<file path="src/rtl/alu_op_sequencer.sv">
// Purpose: accepts one ALU op request, drives registered operands and control to an external ALU, and returns the captured result.
// Latency: a request accepted at edge N gives rsp_valid from edge N+1; with rsp_ready high, req_ready returns from edge N+2.
// Backpressure: req_ready is high only in IDLE; a response is held in RESP until rsp_ready is sampled high.
module alu_op_sequencer #(
    parameter int DW          = 32,
    parameter bit ILLEGAL_ERR = 1'b1
) (
    input  logic          clk,
    input  logic          rst_n,
    input  logic          req_valid,
    output logic          req_ready,
    input  logic [3:0]    req_op,
    input  logic [DW-1:0] req_a,
    input  logic [DW-1:0] req_b,
    output logic          rsp_valid,
    input  logic          rsp_ready,
    output logic [DW-1:0] rsp_result,
    output logic          rsp_taken,
    output logic          rsp_err,
    output logic [DW-1:0] alu_a,
    output logic [DW-1:0] alu_b,
    output logic [3:0]    alu_ctr,
    input  logic [DW-1:0] alu_result,
    input  logic          alu_zero,
    output logic          busy
);

    typedef enum logic [1:0] {
        IDLE = 2'd0,
        EXEC = 2'd1,
        RESP = 2'd2
    } state_t;

    state_t        state_q, state_d;
    logic [3:0]    op_q;
    logic [3:0]    ctr_q;
    logic [DW-1:0] a_q, b_q, result_q;
    logic          taken_q, err_q;
    logic          accept;
    logic          illegal;
    logic          taken_d;
    logic          err_d;

    // Branch ops reuse the SUB/SLT/SLTU datapath; illegal codes fall back to ADD control.
    function automatic logic [3:0] decode_ctr(input logic [3:0] op);
        case (op)
            4'd0:                 decode_ctr = 4'b0000;
            4'd1, 4'd8, 4'd9:     decode_ctr = 4'b1000;
            4'd2, 4'd10, 4'd11:   decode_ctr = 4'b0010;
            4'd3, 4'd12, 4'd13:   decode_ctr = 4'b0011;
            4'd4:                 decode_ctr = 4'b0110;
            4'd5:                 decode_ctr = 4'b1111;
            default:              decode_ctr = 4'b0000;
        endcase
    endfunction

    assign accept = (state_q == IDLE) && req_valid;

    // Next state plus branch/illegal evaluation of the latched op against the ALU outputs.
    always_comb begin
        state_d = state_q;
        taken_d = 1'b0;
        illegal = 1'b0;
        case (op_q)
            4'd8:                 taken_d = alu_zero;
            4'd9:                 taken_d = !alu_zero;
            4'd10, 4'd12:         taken_d = alu_result[0];
            4'd11, 4'd13:         taken_d = !alu_result[0];
            4'd0, 4'd1, 4'd2,
            4'd3, 4'd4, 4'd5:     taken_d = 1'b0;
            default:              illegal = 1'b1;
        endcase
        err_d = illegal && ILLEGAL_ERR;
        case (state_q)
            IDLE:    if (accept) state_d = EXEC;
            EXEC:    state_d = RESP;
            RESP:    if (rsp_ready) state_d = IDLE;
            default: state_d = IDLE;
        endcase
    end

    // State register; reset aborts any in-flight operation.
    always_ff @(posedge clk or negedge rst_n) begin
        if (!rst_n) state_q <= IDLE;
        else        state_q <= state_d;
    end

    // Operand/control registers feeding the ALU, held until the next accepted request.
    always_ff @(posedge clk or negedge rst_n) begin
        if (!rst_n) begin
            a_q   <= '0;
            b_q   <= '0;
            ctr_q <= 4'b0000;
            op_q  <= 4'd0;
        end else if (accept) begin
            a_q   <= req_a;
            b_q   <= req_b;
            ctr_q <= decode_ctr(req_op);
            op_q  <= req_op;
        end
    end

    // Response capture at the closing edge of EXEC; an error response carries a zero result.
    always_ff @(posedge clk or negedge rst_n) begin
        if (!rst_n) begin
            result_q <= '0;
            taken_q  <= 1'b0;
            err_q    <= 1'b0;
        end else if (state_q == EXEC) begin
            result_q <= err_d ? '0 : alu_result;
            taken_q  <= taken_d;
            err_q    <= err_d;
        end
    end

    assign alu_a      = a_q;
    assign alu_b      = b_q;
    assign alu_ctr    = ctr_q;
    assign rsp_result = result_q;
    assign rsp_taken  = taken_q;
    assign rsp_err    = err_q;
    assign rsp_valid  = (state_q == RESP);
    assign req_ready  = (state_q == IDLE);
    assign busy       = (state_q != IDLE);

endmodule
</file>
<file path="config.mk">
export PLATFORM = sky130hd
export DESIGN_NAME = alu_op_sequencer
export DESIGN_NICKNAME = d
export VERILOG_FILES = /design/src/rtl/alu_op_sequencer.sv
export SDC_FILE = /design/constraint.sdc
export NUM_CORES = 1
export LEC_CHECK = 0
export ABC_AREA = 0
export BUFFER_PORTS_ARGS = -buffer_cell sky130_fd_sc_hd__buf_2
export CORE_ASPECT_RATIO = 1.4
export CORE_UTILIZATION = 41
export CTS_CLUSTER_DIAMETER = 120
export DETAILED_ROUTE_END_ITERATION = 8
export GPL_TIMING_DRIVEN = 0
export PLACE_DENSITY = 0.77
export REMOVE_ABC_BUFFERS = 1
export SYNTH_ARGS = -nofsm -noshare
export SYNTH_HDL_FRONTEND = slang
export SYNTH_SLANG_ARGS = --single-unit
</file>
<file path="constraint.sdc">
create_clock -name clk -period 1.4 [get_ports clk]
set_input_delay 0.28 -clock clk [delete_from_list [all_inputs] [get_ports clk]]
set_output_delay 0.28 -clock clk [all_outputs]
set_load 0.03 [all_outputs]
</file>
# Yosys cells after proc, flatten, opt, wreduce, memory -nomap -nowiden

Memory sizes are Yosys's and may differ from the RTL's. A register that Yosys moved wholly into a read port is not among the register bits.
Index checks and enable logic that the tools add are counted.

Memories kept: 1
Word-level logic and storage cells: 40
Bits of input ports: 105
Output and inout port bits: 105
Bits in read-only memories: 64
Register bits after elaboration: 104

Equality and inequality tests: 15
Mux-type cells: 6
Reductions and logical operators: 11

Memory list:

| name            | depth | width | rd ports | clocked after memory_dff | write ports | RTL line | text |
|---|---|---|---|---|---|---|---|
| (no name shown) | 16    | 4     | 1        | 1                        | 0           | 46       | `case (op)` |

Operator list:

| operator                                                              | count |
|---|---|
| 32-bit two-way mux                                                    | 1 |
| 4-bit equality test, second input constant                            | 6 |
| 12-bit OR reduction                                                   | 1 |
| 4-bit by 2-bit equality test with 1-bit output, second input constant | 2 |
| 4-bit by 3-bit equality test with 1-bit output, second input constant | 2 |
| 2-bit case mux with 3 select lines                                    | 1 |
| 4-bit by 1-bit equality test with 1-bit output, second input constant | 1 |
| 4-bit zero test                                                       | 1 |
| 2-bit two-way mux                                                     | 2 |
| 2-bit by 1-bit != test with 1-bit output, second input constant       | 2 |
| 1-bit case mux with 4 select lines                                    | 1 |
| 2-bit OR reduction                                                    | 2 |
| 1-bit zero test                                                       | 3 |
| 2-bit by 1-bit equality test with 1-bit output, second input constant | 1 |
| 2-bit equality test, second input constant                            | 1 |
| 2-bit zero test                                                       | 1 |
| 2-bit AND reduction                                                   | 1 |
| 2-bit nonzero test                                                    | 1 |
| 1-bit logical AND                                                     | 1 |
| 1-bit two-way mux                                                     | 1 |

# Logic depth before layout (Yosys ltp)

Gate-level depths: netlist of the first run.

Depth in word-level cells: 4
Gate-level depth with buffers: 5
Mapped depth without buffers: 4

# Least setup slack after synthesis of the first run

Ideal clock, no wire load.

Kind: flip-flop to output port
From: register state_q[1]
To: output busy
Arrival time: 1.138 ns
Required time: 1.120 ns
Buffers on the path: 0
Cell stages (with the launch flop): 3
Slack: -0.018 ns
Cell sequence: dfrtp_1 > nor2_1 > inv_1

Cells in the longest elaborated chain, start to end: 1

Ends and longest elaborated chain:

| what                     | RTL line | text |
|---|---|---|
| start: declaration       | 34       | `state_t state_q, state_d;` |
| start signal: assignment | 85       | `else state_q <= state_d;` |
| 2-bit nonzero test       | 124      | `assign busy = (state_q != IDLE);` |
| end: declaration         | 25       | `output logic busy` |

Every way passes these cells.

# Worst setup path after layout of the first run

From: register state_q[1]
To: register a_q[27] (netlist: alu_a[27])

Cells in the longest elaborated chain, start to end: 2

Ends and longest elaborated chain:

| what                   | RTL line | text |
|---|---|---|
| 2-bit zero test        | 57       | `assign accept = (state_q == IDLE) && req_valid;` |
| 1-bit logical AND      | 57       |  |
| end signal: assignment | 96       | `a_q <= req_a;` |
| end: declaration       | 37       | `logic [DW-1:0] a_q, b_q, result_q;` |

Every way passes these cells.
A chain may end at the register's enable or synchronous reset.

==> results.tsv, run 1 <==
stage	metric	value	unit
status	status	complete, but fails checks	
status	failed_checks	negative setup slack	
clock_tree	worstSkewPairLatency	340	ps
die	dieArea	10400	um^2
worst_setup_path	critPathKind	reg -> reg	
clock_tree	cts_root_buffer	clkbuf_16	
placement	dpl-instance-area	5280	um^2
layout	drive_gt1_frac	0.647	
hold_path	hold_depth	2	
detailed_routing	wl_per_cell	17.5	um
detailed_routing	antenna_left	0	
clock_tree	path_clk_slew	60	ps
die	start_util	0.427	
timing	rsz0062_at_grt	yes	
layout	multiInputGateArea	1500	um^2
yosys	synth_flop_cell	dfrtp_1	
placement	place_congestion	0.767	
worst_setup_path	worst_setup_path_start_kind	flop	
layout	fin_nets	590	
detailed_routing	drt_iter0_markers	108	
yosys	syn_area_per_cell	15.9	um^2
placement	port_buffers	209	
global_route	track_usage	0.204	
yosys	yosys_warnings	0	
yosys	ys_seq_area_frac	0.662	
timing	fmax	0.658	GHz
power	p_switching	0.00709	W
worst_setup_path	cp_data_required_time	1620	ps
die	num_rows	42	
layout	fin_area	6070	um^2
detailed_routing	drt_pass1_iterations	4	
clock_tree	clkSinkCount	108	
timing	finalSetupTns	-7370	ps
hold_path	hold_end	state_q[1]	
die	coreArea	9560	um^2
yosys	synth_async_sr_flop_share	1.00	
timing	fin_crit	1520	ps
worst_setup_path	r2r_slack	-120	ps
yosys	synth_top_area_frac	0.662	
detailed_routing	totalWireLength	10800	um
power	swShare	0.421	
layout	fillCellCount	777	
global_route	antenna_found_initial	0	
worst_setup_path	crit_fanout	11	
layout	seqCellArea	2710	um^2
clock_tree	cts_buffer_depth	2	
global_route	overflow	0	
yosys	syn_area	4080	um^2
worst_setup_path	r2r_end	alu_a[27]	
yosys	synth_area_leaders	dfrtp_1 66%, mux2_2 9.9%, mux2_1 9.1%	
layout	diodes	0	
yosys	yosysTopAreaCell	dfrtp_1	
placement	dp_slack	-1220	ps
yosys	synth_edf_count	0	
hold_path	holdCritPathClass	in -> reg	
power	finalPower	0.0168	W
yosys	synthTopCellsByCount	108 x dfrtp_1, 36 x mux2_2, 33 x mux2_1	
global_route	first_global_vias	3149	
timing	worst_pin_slew	643	ps
worst_setup_path	arrival	1740	ps
global_route	grt_pass1_wl	15900	um
run	maxCapViolCount	0	
clock_tree	cts_tree	yes	
clock_tree	cts_made_buffers	9	
worst_setup_path	reg2reg_from	state_q[1]	
timing	hold_viol_final	0	
timing	finalWorstSetupSlack	-120	ps
power	leakage	3.16	nW
worst_setup_path	cp-end-kind	flop	
power	power_frac_seq	0.329	
timing	setup_violations	106	
yosys	synthCells	257	
timing	slew_violations	0	
detailed_routing	drc	0	
placement	dp_hpwl	7290	um
worst_setup_path	r2r_cells	4	
hold_path	hp-start	rsp_ready	
clock_tree	h-tree-depth	3	
yosys	synth_most_common_cell	dfrtp_1	
power	ir_drop	1.30	mV
timing	relSlewSlack	0.571	
timing	fin_crit_sh	1.09	
die	io_pins	210	
global_route	grt_max_degree	60	
die	chipWidth	86.3	um
timing	skew	9.19	ps
yosys	ys_ff_latch	108	
power	combPwrFrac	0.520	
power	intPower	0.00973	W
power	power_density	2770	nW/um^2
detailed_routing	viasPerCell	4.90	
yosys	synth_cell_types	25	
layout	syn_to_final_growth	48.7	%
detailed_routing	vias	3034	
power	clockPowerShare	0.151	
die	die_height	120	um
state kept, by name, summed over array words and instances, names as in the netlist:
| name | count |
|---|---|
| state_q | 2 |
| alu_a | 32 |
| rsp_result | 32 |
| rsp_taken | 1 |
| alu_ctr | 4 |
| alu_b | 32 |
| op_q | 4 |
| rsp_err | 1 |
cell type report:
| type | count | share of cell area |
|---|---|---|
| inverters | 5 | 0.00309 |
| multi-input cells | 130 | 0.247 |
| flip-flops and latches | 108 | 0.446 |
| clock buffers | 11 | 0.0400 |
| repair buffers | 229 | 0.228 |
| clock inverters | 4 | 0.00804 |
| well taps | 132 | 0.0272 |
how the worst max path moves through the flow:
stage                           from  cells past startpoint  slack [ps]         to
final                     state_q[1]                      4        -120  alu_a[27]
after global routing      state_q[1]                      4        -170  alu_a[31]
after CTS                 state_q[0]                      4        -110  alu_a[13]
after detailed placement  state_q[1]                      3       -1220  rsp_taken
after global placement    state_q[1]                      2       -3710  alu_a[31]
after floorplan           state_q[1]                      2       -2530  alu_a[10]
what timing repair did:
action                                 in CTS  in global routing
hold buffers                                1                  0
cloned                                      2                  2
endpoints found under the hold margin      49                  0
gates resized for setup                    36                 47
pin swaps                                   1                  2
setup endpoints to repair                 111                108
setup buffers                              11                  0
stage by stage:
step | std cells | util | hold WS [ps]
2_1_floorplan | 242 | - | -15.6
4_1_cts | 617 | 0.611 | 124
5_1_grt | 619 | 0.634 | 116
6_report | 619 | 0.634 | 128
3_5_place_dp | 588 | 0.552 | 345
3_3_place_gp | 583 | 0.542 | 461
power by group through the flow:
stage / logic [W] / clock network [W] / registers [W]
2_1_floorplan: 0.00211 / 0 / 0.00828
3_3_place_gp: 0.00657 / 0 / 0.00525
3_5_place_dp: 0.00738 / 0 / 0.00548
4_1_cts: 0.00811 / 0.00259 / 0.00549
5_1_grt: 0.00916 / 0.00271 / 0.00572
6_report: 0.00874 / 0.00254 / 0.00554
placed cells by master, fill, tap and decap left out, types with 2 or more instances in the layout:
cell type  Yosys  routed
nand2_1        3       3
clkbuf_16      0      11
buf_12         0       5
nand3b_1       2       2
clkinv_2       0       2
a21oi_4        1       2
mux2_1        33       2
buf_16         0       2
buf_2          7     206
nor2_1         4       4
buf_4          4       4
dfrtp_2        0       2
ha_1           2       2
dfrtp_1      108     106
buf_6          4       7
a22o_1        32      32
buf_8          0       2
mux2_2        36       8
mux2_4         0      59
o21ai_0        4       3
inv_1          5       5
routing by layer:
metal  wire, um  track usage  part of all wire
met5          0            0                 0
met4        251       0.0792             0.023
met3        427       0.0461             0.040
met2       5860        0.366              0.54
met1       4270        0.230              0.40
cell families after synthesis:
group | Yosys count | synth area share
muxes | 69 | 0.190
buffers and inverters | 20 | 0.0316
AOI/OAI and AO/OA | 42 | 0.0865
DFF | 108 | 0.662
and+or+nand+nor | 15 | 0.0212
adders and majority gates | 2 | 0.00613
xor gates and xnor gates | 1 | 0.00215
critical path, stage by stage, from the launching register on:
cell	delay [ps]
dfrtp_2	440
nor3b_4	280
buf_6	190
buf_12	150
mux2_2	340
No activity file was read; power rests on OpenSTA's default activity.
==> run 2, diff against run 1 <==
--- a/config.mk
+++ b/config.mk
@@ -14,6 +14,7 @@
 export GPL_TIMING_DRIVEN = 0
 export PLACE_DENSITY = 0.77
 export REMOVE_ABC_BUFFERS = 1
+export SKIP_CTS_REPAIR_TIMING = 1
 export SYNTH_ARGS = -nofsm -noshare
 export SYNTH_HDL_FRONTEND = slang
 export SYNTH_SLANG_ARGS = --single-unit
==> run 2 against run 1 <==
  * The flow still finishes with violations (negative setup slack)
  * Via count rose by 2.9%
  * Highest routed layer unchanged
  * Global-route usage fell by 1.1 points
  * Worst hold slack improved by 4.4 ps
  * Register-to-register slack got worse by 20 ps
  * Utilization rose by 1.1 points
  * Worst setup slack got worse by 22 ps
  * Count of clock-buffer cells in the layout did not move
  * Die area did not move
  * Power rose by 0.84%
==> results.tsv, run 2 (synthesis gave the netlist of run 1 again) <==
stage	metric	value	unit
die	io_pins	210	
placement	place_congestion	0.767	
hold_path	holdCritPathClass	in -> reg	
power	swShare	0.422	
timing	fin_crit	1540	ps
clock_tree	cts_root_buffer	clkbuf_16	
worst_setup_path	cp_data_required_time	1620	ps
global_route	track_usage	0.192	
worst_setup_path	cp-end-kind	flop	
detailed_routing	antenna_left	0	
clock_tree	cts_made_buffers	9	
timing	setup_violations	107	
timing	rsz0062_at_grt	yes	
worst_setup_path	r2r_cells	5	
placement	dp.cells	588	
layout	fin_area	6170	um^2
timing	hold_viol_final	0	
status	failed_checks	negative setup slack	
global_route	grt_max_degree	60	
die	chipWidth	86.3	um
global_route	grt_pass1_wl	15100	um
clock_tree	cts_tree	yes	
worst_setup_path	arrival	1760	ps
global_route	antenna_found_initial	0	
worst_setup_path	worst_setup_path_start_kind	flop	
die	dieArea	10400	um^2
layout	diodes	0	
power	power_density	2750	nW/um^2
worst_setup_path	reg2reg_from	state_q[0]	
clock_tree	path_clk_slew	70	ps
power	leakage	3.21	nW
timing	skew	9.31	ps
detailed_routing	viasPerCell	4.94	
timing	finalWorstSetupSlack	-143	ps
timing	slew_violations	0	
die	start_util	0.427	
power	ir_drop	1.17	mV
die	coreArea	9560	um^2
layout	final_cell_mix	208 x buf_2, 107 x dfrtp_1, 53 x mux2_4	
detailed_routing	drt_iter0_markers	105	
hold_path	hold_end	state_q[1]	
placement	dp_hpwl	7290	um
worst_setup_path	r2r_end	alu_b[19]	
timing	relSlewSlack	0.568	
worst_setup_path	crit_fanout	4	
global_route	first_global_vias	3018	
placement	dpl-instance-area	5280	um^2
power	clockPowerShare	0.150	
timing	worst_pin_slew	648	ps
die	die_height	120	um
timing	finalSetupTns	-10430	ps
layout	fin_nets	603	
clock_tree	clkSinkCount	108	
layout	fin_cells	632	
layout	layout_commonest_cell	buf_2	
die	num_rows	42	
global_route	overflow	0	
layout	drive_gt1_frac	0.630	
layout	syn_to_final_growth	51.1	%
clock_tree	worstSkewPairLatency	340	ps
placement	port_buffers	209	
timing	fmax	0.648	GHz
detailed_routing	drc	0	
clock_tree	h-tree-depth	3	
run	maxCapViolCount	0	
power	intPower	0.00980	W
power	power_frac_seq	0.326	
worst_setup_path	r2r_slack	-140	ps
detailed_routing	drt_pass1_iterations	3	
timing	fin_crit_sh	1.10	
clock_tree	cts_buffer_depth	2	
power	p_switching	0.00716	W
worst_setup_path	critPathKind	reg -> reg	
hold_path	hold_depth	2	
power	combPwrFrac	0.523	
status	status	complete, but fails checks	
detailed_routing	vias	3123	
hold_path	hp-start	rsp_ready	
detailed_routing	wl_per_cell	17.9	um
detailed_routing	totalWireLength	11300	um
## run 2: cell types whose count changed in the layout (fill, tap and decap cells not counted), moves of 2 or more
cell	before	now
mux2_4	59	53
buf_6	7	3
buf_2	206	208
buf_8	2	4
mux2_2	8	2
clkbuf_16	11	14
buf_4	4	15
mux2_1	2	14
## run 2: final cells by class
class	instances	area, um^2
flip-flops and latches	108	2700
multi-input cells	130	1480
fillers	774	3400
repair buffers	242	1510
inverters	5	18.8
clock buffers	11	243
clock inverters	4	48.8
well taps	132	165
## run 2: power groups by stage
stage	Combinational [W]	Sequential, W	Clock [W]
6_report	0.00887	0.00554	0.00255
5_1_grt	0.00930	0.00571	0.00270
4_1_cts	0.00740	0.00543	0.00259
3_5_place_dp	0.00738	0.00548	0
3_3_place_gp	0.00657	0.00525	0
2_1_floorplan	0.00211	0.00828	0
## run 2: critical path: stages, from the launching register on
cell,delay [ps]
dfrtp_2,440
nor3b_4,220
buf_4,170
buf_2,150
buf_4,120
mux2_1,310
## run 2: worst max path at each step
stage / startpoint / endpoint / slack, ps / cells past startpoint
after floorplan: state_q[1] / alu_a[10] / -2530 / 2
after global placement: state_q[1] / alu_a[31] / -3710 / 2
after detailed placement: state_q[1] / rsp_taken / -1220 / 3
after CTS: state_q[1] / rsp_taken / -1230 / 3
after global routing: state_q[0] / alu_b[19] / -180 / 5
final: state_q[0] / alu_b[19] / -140 / 5
## run 2: per-stage QoR
stage | hold WS [ps] | utilization | total power (W) | setup WS [ps]
global placement | 461 | 0.542 | 0.0118 | -3710
CTS | -28.8 | 0.582 | 0.0154 | -1230
detailed placement | 345 | 0.552 | 0.0129 | -1220
finish | 132 | 0.645 | 0.0170 | -143
global route | 119 | 0.645 | 0.0177 | -183
floorplan | -15.6 | - | 0.0104 | -2530
## run 2: metal layers
metal  GRT usage  part of all wire  vias up
li1            -                 -     1412
met1       0.221              0.39     1591
met2       0.337              0.55       99
met3      0.0454             0.039       21
met4      0.0823             0.025        0
met5           0                 0        -
